$ cat src/rtl/debug_uart_pkg.sv
// Shared definitions for the debug UART receive and transmit halves.
package debug_uart_pkg;

    typedef logic [2:0] state_t;

    localparam state_t ST_IDLE  = 3'd0;
    localparam state_t ST_START = 3'd1;
    localparam state_t ST_DATA  = 3'd2;
    localparam state_t ST_STOP  = 3'd3;
    localparam state_t ST_BREAK = 3'd4;

    // Clocks per bit; truncating divide, shared with the transmitter.
    function automatic int calc_cpb(input int clk_hz, input int bit_rate);
        return clk_hz / bit_rate;
    endfunction

endpackage

$ cat src/rtl/uart_rx_sync.sv
// Two-flop synchroniser for an asynchronous input, with a selectable reset value.
module uart_rx_sync #(
    parameter logic RESET_VAL = 1'b1
) (
    input  logic clk,
    input  logic rst,
    input  logic d,
    output logic q
);

    logic meta;

    always_ff @(posedge clk) begin
        if (rst) begin
            meta <= RESET_VAL;
            q    <= RESET_VAL;
        end else begin
            meta <= d;
            q    <= meta;
        end
    end

endmodule

$ cat src/rtl/debug_uart_rx.sv
// Debug UART receiver: 8N1 deserialiser with a one-byte holding register and sticky error flags.
//
// state | meaning
// IDLE  | line idle, waiting for a falling edge
// START | timing to mid start bit to confirm it is not a glitch
// DATA  | sampling eight data bits, LSB first
// STOP  | sampling the stop bit
// BREAK | stop bit was low; waiting for the line to return high
module debug_uart_rx
    import debug_uart_pkg::*;
#(
    parameter int CLK_HZ   = 64_000_000,
    parameter int BIT_RATE = 9600
) (
    input  logic       clk,
    input  logic       rst,
    input  logic       uart_rxd,
    input  logic       rx_read,
    input  logic       rx_clear_err,
    output logic [7:0] rx_data,
    output logic       rx_valid,
    output logic       rx_overrun,
    output logic       rx_frame_err,
    output logic       rx_busy
);

    localparam int CPB = calc_cpb(CLK_HZ, BIT_RATE);
    localparam int CW  = $clog2(CPB);
    localparam logic [CW-1:0] CNT_FULL = CW'(CPB - 1);
    localparam logic [CW-1:0] CNT_HALF = CW'(CPB / 2 - 1);

    logic          rxs;
    state_t        state, state_next;
    logic [CW-1:0] cnt, cnt_next;
    logic [7:0]    shift, shift_next;
    logic [2:0]    bit_idx, bit_idx_next;
    logic          deliver_pend, deliver_next;
    logic          ferr_pend, ferr_next;

    logic [7:0]    data_next;
    logic          valid_next, overrun_next, frame_next, busy_next;
    logic          overrun_set;

    uart_rx_sync #(.RESET_VAL(1'b1)) u_sync (
        .clk (clk),
        .rst (rst),
        .d   (uart_rxd),
        .q   (rxs)
    );

    always_ff @(posedge clk) begin
        if (rst) begin
            state        <= ST_IDLE;
            cnt          <= '0;
            shift        <= '0;
            bit_idx      <= '0;
            deliver_pend <= 1'b0;
            ferr_pend    <= 1'b0;
        end else begin
            state        <= state_next;
            cnt          <= cnt_next;
            shift        <= shift_next;
            bit_idx      <= bit_idx_next;
            deliver_pend <= deliver_next;
            ferr_pend    <= ferr_next;
        end
    end

    always_comb begin
        state_next   = state;
        cnt_next     = (cnt != '0) ? cnt - CW'(1) : cnt;
        shift_next   = shift;
        bit_idx_next = bit_idx;
        deliver_next = 1'b0;
        ferr_next    = 1'b0;
        case (state)
            ST_IDLE: begin
                if (!rxs) begin
                    state_next = ST_START;
                    cnt_next   = CNT_HALF;
                end
            end
            ST_START: begin
                if (cnt == '0) begin
                    if (rxs) begin
                        state_next = ST_IDLE;
                    end else begin
                        state_next   = ST_DATA;
                        bit_idx_next = '0;
                        cnt_next     = CNT_FULL;
                    end
                end
            end
            ST_DATA: begin
                if (cnt == '0) begin
                    shift_next   = {rxs, shift[7:1]};
                    bit_idx_next = bit_idx + 3'd1;
                    cnt_next     = CNT_FULL;
                    if (bit_idx == 3'd7) begin
                        state_next = ST_STOP;
                    end
                end
            end
            ST_STOP: begin
                if (cnt == '0) begin
                    cnt_next = CNT_FULL;
                    // Leave at mid stop bit so a back-to-back start edge is not missed.
                    if (rxs) begin
                        deliver_next = 1'b1;
                        state_next   = ST_IDLE;
                    end else begin
                        ferr_next  = 1'b1;
                        state_next = ST_BREAK;
                    end
                end
            end
            ST_BREAK: begin
                if (rxs) begin
                    state_next = ST_IDLE;
                end
            end
            default: state_next = ST_IDLE;
        endcase
    end

    always_comb begin
        data_next    = rx_data;
        valid_next   = rx_valid;
        overrun_next = rx_overrun;
        frame_next   = rx_frame_err;
        overrun_set  = 1'b0;
        if (deliver_pend) begin
            if (!rx_valid || rx_read) begin
                data_next  = shift;
                valid_next = 1'b1;
            end else begin
                overrun_set = 1'b1;
            end
        end else if (rx_read) begin
            valid_next = 1'b0;
        end
        if (rx_clear_err) begin
            overrun_next = 1'b0;
            frame_next   = 1'b0;
        end
        // Setting events override a simultaneous clear.
        if (overrun_set) begin
            overrun_next = 1'b1;
        end
        if (ferr_pend) begin
            frame_next = 1'b1;
        end
        busy_next = (state != ST_IDLE);
    end

    always_ff @(posedge clk) begin
        if (rst) begin
            rx_data      <= '0;
            rx_valid     <= 1'b0;
            rx_overrun   <= 1'b0;
            rx_frame_err <= 1'b0;
            rx_busy      <= 1'b0;
        end else begin
            rx_data      <= data_next;
            rx_valid     <= valid_next;
            rx_overrun   <= overrun_next;
            rx_frame_err <= frame_next;
            rx_busy      <= busy_next;
        end
    end

endmodule

$ cat config.mk
export PLATFORM = sky130hd
export DESIGN_NAME = debug_uart_rx
export DESIGN_NICKNAME = d
export VERILOG_FILES = /design/src/rtl/debug_uart_pkg.sv /design/src/rtl/uart_rx_sync.sv /design/src/rtl/debug_uart_rx.sv
export SDC_FILE = /design/constraint.sdc
export NUM_CORES = 1
export LEC_CHECK = 0
export ABC_AREA = 0
export CORE_UTILIZATION = 30
export DETAILED_ROUTE_END_ITERATION = 10
export HOLD_SLACK_MARGIN = 0.1
export PLACE_DENSITY_LB_ADDON = 0.12
export SYNTH_ARGS = -nofsm -noshare
export SYNTH_HDL_FRONTEND = slang
export SYNTH_SLANG_ARGS = --single-unit
$ cat constraint.sdc
create_clock -name clk -period 2.5 [get_ports clk]
set_input_delay 0.25 -clock clk [delete_from_list [all_inputs] [get_ports clk]]
set_output_delay 0.25 -clock clk [all_outputs]
set_load 0.03 [all_outputs]
## Word level (Yosys, flattened, before mapping)

Index checks and enable logic that the tools add are counted.

| storage, ports and cells | value |
|---|---|
| register bits after elaboration | 43 |
| input port bits | 5 |
| output and inout port bits | 12 |

| cells by class | value |
|---|---|
| $add $sub $neg | 2 |
| equality and inequality tests | 13 |
| mux-type cells | 29 |
| bitwise logic cells | 2 |
| reduce and logical (&&, ||, !) cells | 17 |

Operators with widths:

| cell | number |
|---|---|
| 13-bit two-way mux | 5 |
| 13-bit case mux with 3 select lines | 1 |
| 3-bit two-way mux | 10 |
| 3-bit case mux with 5 select lines | 1 |
| 13-bit zero test | 1 |
| 13-bit nonzero test | 1 |
| 13-bit by 1-bit subtractor with 13-bit output (second input constant) | 1 |
| 2-bit inequality test (second input constant) | 6 |
| 1-bit two-way mux | 10 |
| 2-bit nonzero test | 4 |
| 3-bit by 2-bit == test with 1-bit output (second input constant) | 2 |
| 3-bit == test (second input constant) | 2 |
| 3-bit case mux with 2 select lines | 1 |
| 2-bit AND reduction | 3 |
| 6-bit AND reduction | 1 |
| 2-bit by 1-bit inequality test with 1-bit output (second input constant) | 2 |
| 4-bit AND reduction | 1 |
| 3-bit by 1-bit adder with 3-bit output (second input constant) | 1 |
| 3-bit by 1-bit == test with 1-bit output (second input constant) | 1 |
| 3-bit zero test | 1 |
| 3-bit nonzero test | 1 |
| 3-bit OR reduction | 1 |
| 2-bit two-way mux | 1 |
| 1-bit NOT | 2 |
| other kinds (3) | 3 |

## Depth between registers and ports, before layout

Gate-level depths: netlist of run 1.

| logic depth | value |
|---|---|
| depth in word-level cells | 5 |
| depth in mapped cells | 9 |

## By module

A second synthesis of run 1 with hierarchy kept.

| unflattened totals | value |
|---|---|
| cells, all modules | 211 |
| area total of the unflattened synthesis | 1958.1 um^2 |

Modules (own cells, without submodules):

| module | instances | cells each | area an instance (um^2) | seq. area each (um^2) |
|---|---|---|---|---|
| debug_uart_rx | 1 | 207 | 1905.6 | 820.8 |
| uart_rx_sync | 1 | 4 | 52.6 | 40.0 |

## Least setup slack after synthesis of run 1

OpenSTA, ideal clock, no wires.

| timing | value |
|---|---|
| path kind | register -> register |
| start | register cnt[0] |
| end | register cnt[0] |
| arrival time | 2028 ps |
| data required time | 2371 ps |
| slack | 343 ps |
| cell stages (with the launch flop) | 10 |
| buffers on the path | 0 |
| clock period less this slack | 2157 ps |
| cell sequence | dfxtp_1 > inv_1 > ha_1 > or4b_1 > nor4_2 > inv_1 > ha_1 > nand2b_1 > mux2i_1 > o22ai_1 |

| between the ends | value |
|---|---|
| word-level cells in the longest chain between the ends | 5 |

RTL lines:

| what | line | text |
|---|---|---|
| start, declared | debug_uart_rx.sv:34 | `logic [CW-1:0] cnt, cnt_next;` |
| start signal, assigned | debug_uart_rx.sv:61 | `cnt <= cnt_next;` |
| 13-bit by 1-bit subtractor with 13-bit output or 13-bit nonzero test (tied branches) | debug_uart_rx.sv:71 | `cnt_next = (cnt != '0) ? cnt - CW'(1) : cnt;` |
| 13-bit two-way mux | debug_uart_rx.sv:71 |  |
| 13-bit two-way mux | debug_uart_rx.sv:85 | `if (rxs) begin` |
| 13-bit two-way mux | debug_uart_rx.sv:84 | `if (cnt == '0) begin` |
| 13-bit case mux with 3 select lines * | debug_uart_rx.sv:76 | `case (state)` |

Every way passes the cells marked *; elsewhere a longest branch is shown, timed or not.
A chain may end at the register's enable or synchronous reset.

## Worst setup path in the final report of run 1

| timing | value |
|---|---|
| start | register cnt[0] |
| end | register cnt[12] |

The elaborated chain is that of the path after synthesis.

==> results of run 1 <==
==> cell families after synthesis <==
family,Yosys count
AND/OR/NAND/NOR,78
AO/OA/AOI/OAI,59
flip-flops,43
buffers and inverters,19
multiplexers,10
adder cells (fa/ha/maj),5
XOR/XNOR,1
==> flip-flops by register name, summed over array words and instances, names as in the netlist <==
name / count
u_sync.meta: 1
deliver_pend: 1
bit_idx: 3
shift: 8
u_sync.q: 1
state: 3
rx_data: 8
rx_overrun: 1
cnt: 13
rx_frame_err: 1
ferr_pend: 1
rx_valid: 1
rx_busy: 1
==> layout make-up <==
cell class | instances | area, sq um
well taps | 75 | 93.8
inverters | 7 | 26.3
flip-flops and latches | 43 | 861
clock inverters | 2 | 12.5
repair buffers | 25 | 240
clock buffers | 6 | 72.6
fillers | 638 | 3740
multi-input cells | 153 | 978
==> repair_timing <==
item                                    4_1_cts  5_1_grt
gates resized for setup                       0        1
endpoints found under the setup margin        0        1
setup buffers                                 0        0
==> worst paths after layout <==
path | from | cells past startpoint | endpoint | slack (ns)
max reg2reg | cnt[0] | 6 | cnt[12] | 0.21
max | cnt[0] | 6 | cnt[12] | 0.21
min reg2reg | u_sync.meta | 1 | u_sync.q | 0.42
min | u_sync.meta | 1 | u_sync.q | 0.42
==> routing by layer <==
metal / wire [um] / part of all wire [%] / GRT usage, % / vias to the layer above
met2: 1930 / 44 / 22.6 / 19
met1: 2280 / 52 / 20.3 / 751
met5: 0 / 0 / 0 / -
met4: 70 / 1.6 / 4.74 / 0
li1: - / - / - / 828
met3: 119 / 2.7 / 3.67 / 8
==> cell usage in the layout, fill, tap and decap left out, types with 2 or more instances in the layout <==
master,Yosys,routed
mux2i_1,10,10
clkdlybuf4s50_1,0,16
or4_4,3,3
or2_2,4,4
o31ai_1,4,4
nor4_2,1,2
clkbuf_8,0,5
a21oi_1,18,18
nor2_1,21,21
or3_1,7,7
nand2_1,3,3
o21ai_0,19,19
buf_4,1,8
nor3_1,3,3
ha_1,5,5
nor4_1,3,2
a211oi_1,6,6
or4_1,7,7
nor2b_1,3,3
nand3_1,14,14
a31oi_1,3,3
nand2b_1,4,4
inv_1,7,7
dfxtp_1,43,43
==> per-stage QoR <==
step / hold slack [ns] / area, sq um / std cells / total power [W]
after floorplan: 0.354 / 1910 / 215 / 0.00160
after global placement: 0.401 / 2200 / 303 / 0.00199
after detailed placement: 0.405 / 2200 / 303 / 0.00197
after CTS: 0.426 / 2280 / 311 / 0.00242
after global routing: 0.434 / 2280 / 311 / 0.00260
final: 0.419 / 2280 / 311 / 0.00240
==> where the power goes <==
part           switching [W]  internal [W]
clock               0.000251      0.000196
sequential          0.000120      0.000790
combinational       0.000548      0.000491
total               0.000919       0.00148
==> reports/qor.yml, run 1 <==
logic_synthesis:
  synth_top_family_by_area: "simple AND/OR/NAND/NOR gates"
  synthFlopType: "dfxtp_1"
  synth_mux_area_share_pct: 5.25
  synthCells: 215
  synth_top_area_share_pct: 45.1
  ys_ff_latch: 43
  synthAdderAreaFrac_pct: 3.28
  yosysTopAreaCell: "dfxtp_1"
  synthSimpleGateAreaFrac_pct: 23.5
  synth_area_sq_mm: 0.00191
  synth_xor_area_share_pct: 0.459
  yosys-top-cells-count: "dfxtp_1, nor2_1, o21ai_0"
  avgSynthCellArea_sq_um: 8.87
  synth_area_leaders: "dfxtp_1, mux2i_1, o21ai_0, a21oi_1, nor2_1"
  syn_nets: 225
  synth_edf_count: 0
  ys_seq_area_share_pct: 45.1
  synth_compound_area_share_pct: 18.4
  async_flop_share_pct: 0
  synth.distinct_cells: 39
  synth.most_common_cell: "dfxtp_1"
  yosysWarnings: 0
cts:
  insertion_delay_ns: 0.30
  cts_tree: "yes"
  cts.sinks: 43
  cts_hold_buf: 0
  h-tree-depth: 2
  cts_root_buf: "clkbuf_8"
  cts_buffers: 5
  cts_buffer_depth: 2
  path_clk_slew_ns: 0.08
timing:
  max_freq_ghz: 0.437
  drv_slew: 0
  tns_ns: 0
  rsz0062_at_grt: "no"
  timing.final.crit_share_pct: 91.6
  post-route-min-period_ns: 2.29
  setup_viol: 0
  setup_slack_ns: 0.211
  worstMarginPinSlew_ns: 0.669
  hold_viol: 0
  slew_headroom_pct: 55.2
  fin_skew_ns: 0.00415
power:
  ir_drop_uv: 458
  p_leak_nw: 0.855
  powerDensity_mw_per_mm2: 1050
worst_setup_path:
  cp_top_family: "simple AND/OR/NAND/NOR gates"
  critPathLaunchType: "flop"
  slowest_stage: "or4b_1"
  worst-setup-path-type: "flop to flop"
  worst-path-max-fanout: 5
  worst_ep_required_time_ns: 2.73
  path_cells: "inv_1 > ha_1 > or4b_1 > or4_4 > or4_4 > o21ai_0"
  critPathBufInv: 1
  cp.arrival_ns: 2.52
  end_kind: "flop"
  worst_path_most_repeated_cell: "or4_4"
  cpPeakStageDelay_ns: 0.54
die:
  io_pins: 17
  die_y_um: 81.8
  start_util_pct: 31.7
  die_w_um: 81.8
  die-area_sq_mm: 0.00668
  core-area_sq_mm: 0.00603
  rows: 28
grt:
  antenna_found_initial: 0
  overflow: 0
  track_usage_pct: 14.8
  grt_pass1_vias: 1523
  grt_max_degree: 26
  grt_pass1_wl_um: 7540
route:
  drt_iter0_drc: 61
  first_pass_iters: 4
  routed_wirelength_um: 4400
  wl_per_cell_um: 14.1
  vias_per_cell: 5.16
  dr_total_vias: 1606
  antenna_left: 0
  route.detailed.drc: 0
run:
  drv_cap: 0
layout:
  nets: 245
  areaGrowthSynthToFinish_pct: 19.7
  n_antenna_cell: 0
  fin_util_pct: 37.9
  drive_above_1_share_pct: 11.4
placed_design:
  gp_congestion: 0.795
  place_ws_ns: 0.235
  hpwlAfterDp_um: 3090
  io_buffers: 16
hold_path:
  min_path_type: "flop to flop"
status:
  status: "completed"
Note: power is estimated with default switching activity, not from simulation.
==> run 2, diff against run 1 <==
- CORE_UTILIZATION: 30 -> 25
- CTS_CLUSTER_DIAMETER: unset -> 120
- PLACE_DENSITY_LB_ADDON: 0.12 -> 0.08
==> reports/qor.yml, run 2 (synthesis gave the netlist of run 1 again) <==
hold_path:
  whs_path_depth: 1
  min_path_type: "flop to flop"
worst_setup_path:
  end_kind: "flop"
  reg2reg_depth: 6
  worst_path_most_repeated_cell: "or4_4"
  cpPeakStageDelay_ns: 0.54
  path_cells: "inv_1 > ha_1 > or4b_1 > or4_4 > or4_4 > o21ai_0"
  critPathLaunchType: "flop"
  slowest_stage: "or4b_1"
  cp.arrival_ns: 2.49
  worst-setup-path-type: "flop to flop"
  worst_ep_required_time_ns: 2.73
  critPathBufInv: 1
  worst-path-max-fanout: 4
  cp.depth: 6
  cp_top_family: "simple AND/OR/NAND/NOR gates"
power:
  p_leak_nw: 0.861
  powerDensity_mw_per_mm2: 1050
  ir_drop_uv: 281
  power.total_w: 0.00245
cts:
  cts_resized: 0
  cts_hold_buf: 0
  path_clk_slew_ns: 0.08
  cts_root_buf: "clkbuf_8"
  insertion_delay_ns: 0.30
  post_cts_buffers: 0
  h-tree-depth: 2
  cts_tree: "yes"
  cts.sinks: 43
  cts_buffers: 5
  cts_buffer_depth: 2
timing:
  fin_skew_ns: 0.00613
  drv_slew: 0
  whs_ns: 0.413
  worstMarginPinSlew_ns: 0.688
  setup_viol: 0
  tns_ns: 0
  post-route-min-period_ns: 2.26
  rsz0062_at_grt: "no"
  hold_viol: 0
  timing.final.crit_share_pct: 90.4
  slew_headroom_pct: 54.0
  max_freq_ghz: 0.443
route:
  vias_per_cell: 4.79
  wl_per_cell_um: 14.0
  route.detailed.drc: 0
  dr_total_vias: 1609
  antenna_left: 0
  first_pass_iters: 4
  routed_wirelength_um: 4710
  drt_iter0_drc: 66
grt:
  antenna_found_initial: 0
  grt_pass1_vias: 1498
  overflow: 0
  grt_max_degree: 26
  grt_pass1_wl_um: 7820
  track_usage_pct: 13.0
layout:
  mostFrequentLayoutCell: "dfxtp_1"
  nets: 246
  multi_input_area_sq_um: 977
  fill_cells: 780
  areaGrowthSynthToFinish_pct: 22.0
  n_antenna_cell: 0
  top_register: "cnt"
  seq_area_sq_um: 861
  largest_reg_flops: 13
  reg_top3: "cnt: 13 flops, rx_data: 8 flops, shift: 8 flops"
  fin_area_sq_mm: 0.00233
  drive_above_1_share_pct: 12.2
  layout_common_cells: "dfxtp_1, nor2_1, o21ai_0"
placed_design:
  gp_congestion: 0.789
  place_area_sq_mm: 0.00224
  io_buffers: 16
  hpwlAfterDp_um: 3270
status:
  status: "completed"
die:
  die_w_um: 89.4
  rows: 31
  die-area_sq_mm: 0.00799
  io_pins: 17
  core-area_sq_mm: 0.00733
  die_y_um: 89.4
  start_util_pct: 26.0
run:
  drv_cap: 0
[run 2: changes by cell type in the layout (fill, tap and decap cells not counted), sizes merged]
cell / delta
buf: +1
clkbuf: -1
clkinv: -1
clkinvlp: +1
inv: +1
[run 2: report_power, final]
group / leakage, nW / internal [W] / switching, W
combinational: 0.471 / 0.000495 / 0.000575
sequential: 0.349 / 0.000790 / 0.000126
clock: 0.0408 / 0.000200 / 0.000261
total: 0.861 / 0.00148 / 0.000962
[run 2: cell type report]
class	instances	share of cell area [%]
Sequential cell	43	37.0
Tap cell	99	5.32
Timing Repair Buffer	26	10.6
Clock buffer	5	2.96
Inverter	7	1.13
Multi-Input combinational cell	153	42.0
Clock inverter	3	1.02
[run 2: per-layer routing]
| layer | vias up | share of wire (%) | track usage (%) |
|---|---|---|---|
| li1 | 834 | - | - |
| met1 | 758 | 51 | 18.5 |
| met2 | 11 | 45 | 19.2 |
| met3 | 6 | 2.3 | 2.95 |
| met4 | 0 | 1.7 | 4.33 |
| met5 | - | 0 | 0 |
[run 2: worst paths after layout]
check                                 start  slack (ns)       end
worst max-delay path                 cnt[0]        0.24    cnt[3]
worst min-delay path            u_sync.meta        0.41  u_sync.q
worst max register to register       cnt[0]        0.24    cnt[3]
worst min register to register  u_sync.meta        0.41  u_sync.q
[run 2: worst reg2reg max path, cell delays in order (launching register included)]
cell and delay, ns:
dfxtp_1 0.33, inv_1 0.10, ha_1 0.16, or4b_1 0.54, or4_4 0.46, or4_4 0.51
o21ai_0 0.09
[run 2: stage by stage]
stage | cells | worst slack, ns | util (%)
after floorplan | 215 | 0.343 | -
after global placement | 328 | 0.286 | 30.5
after detailed placement | 328 | 0.242 | 30.5
after CTS | 336 | 0.222 | 31.8
after global routing | 336 | 0.0151 | 31.8
final | 336 | 0.241 | 31.8
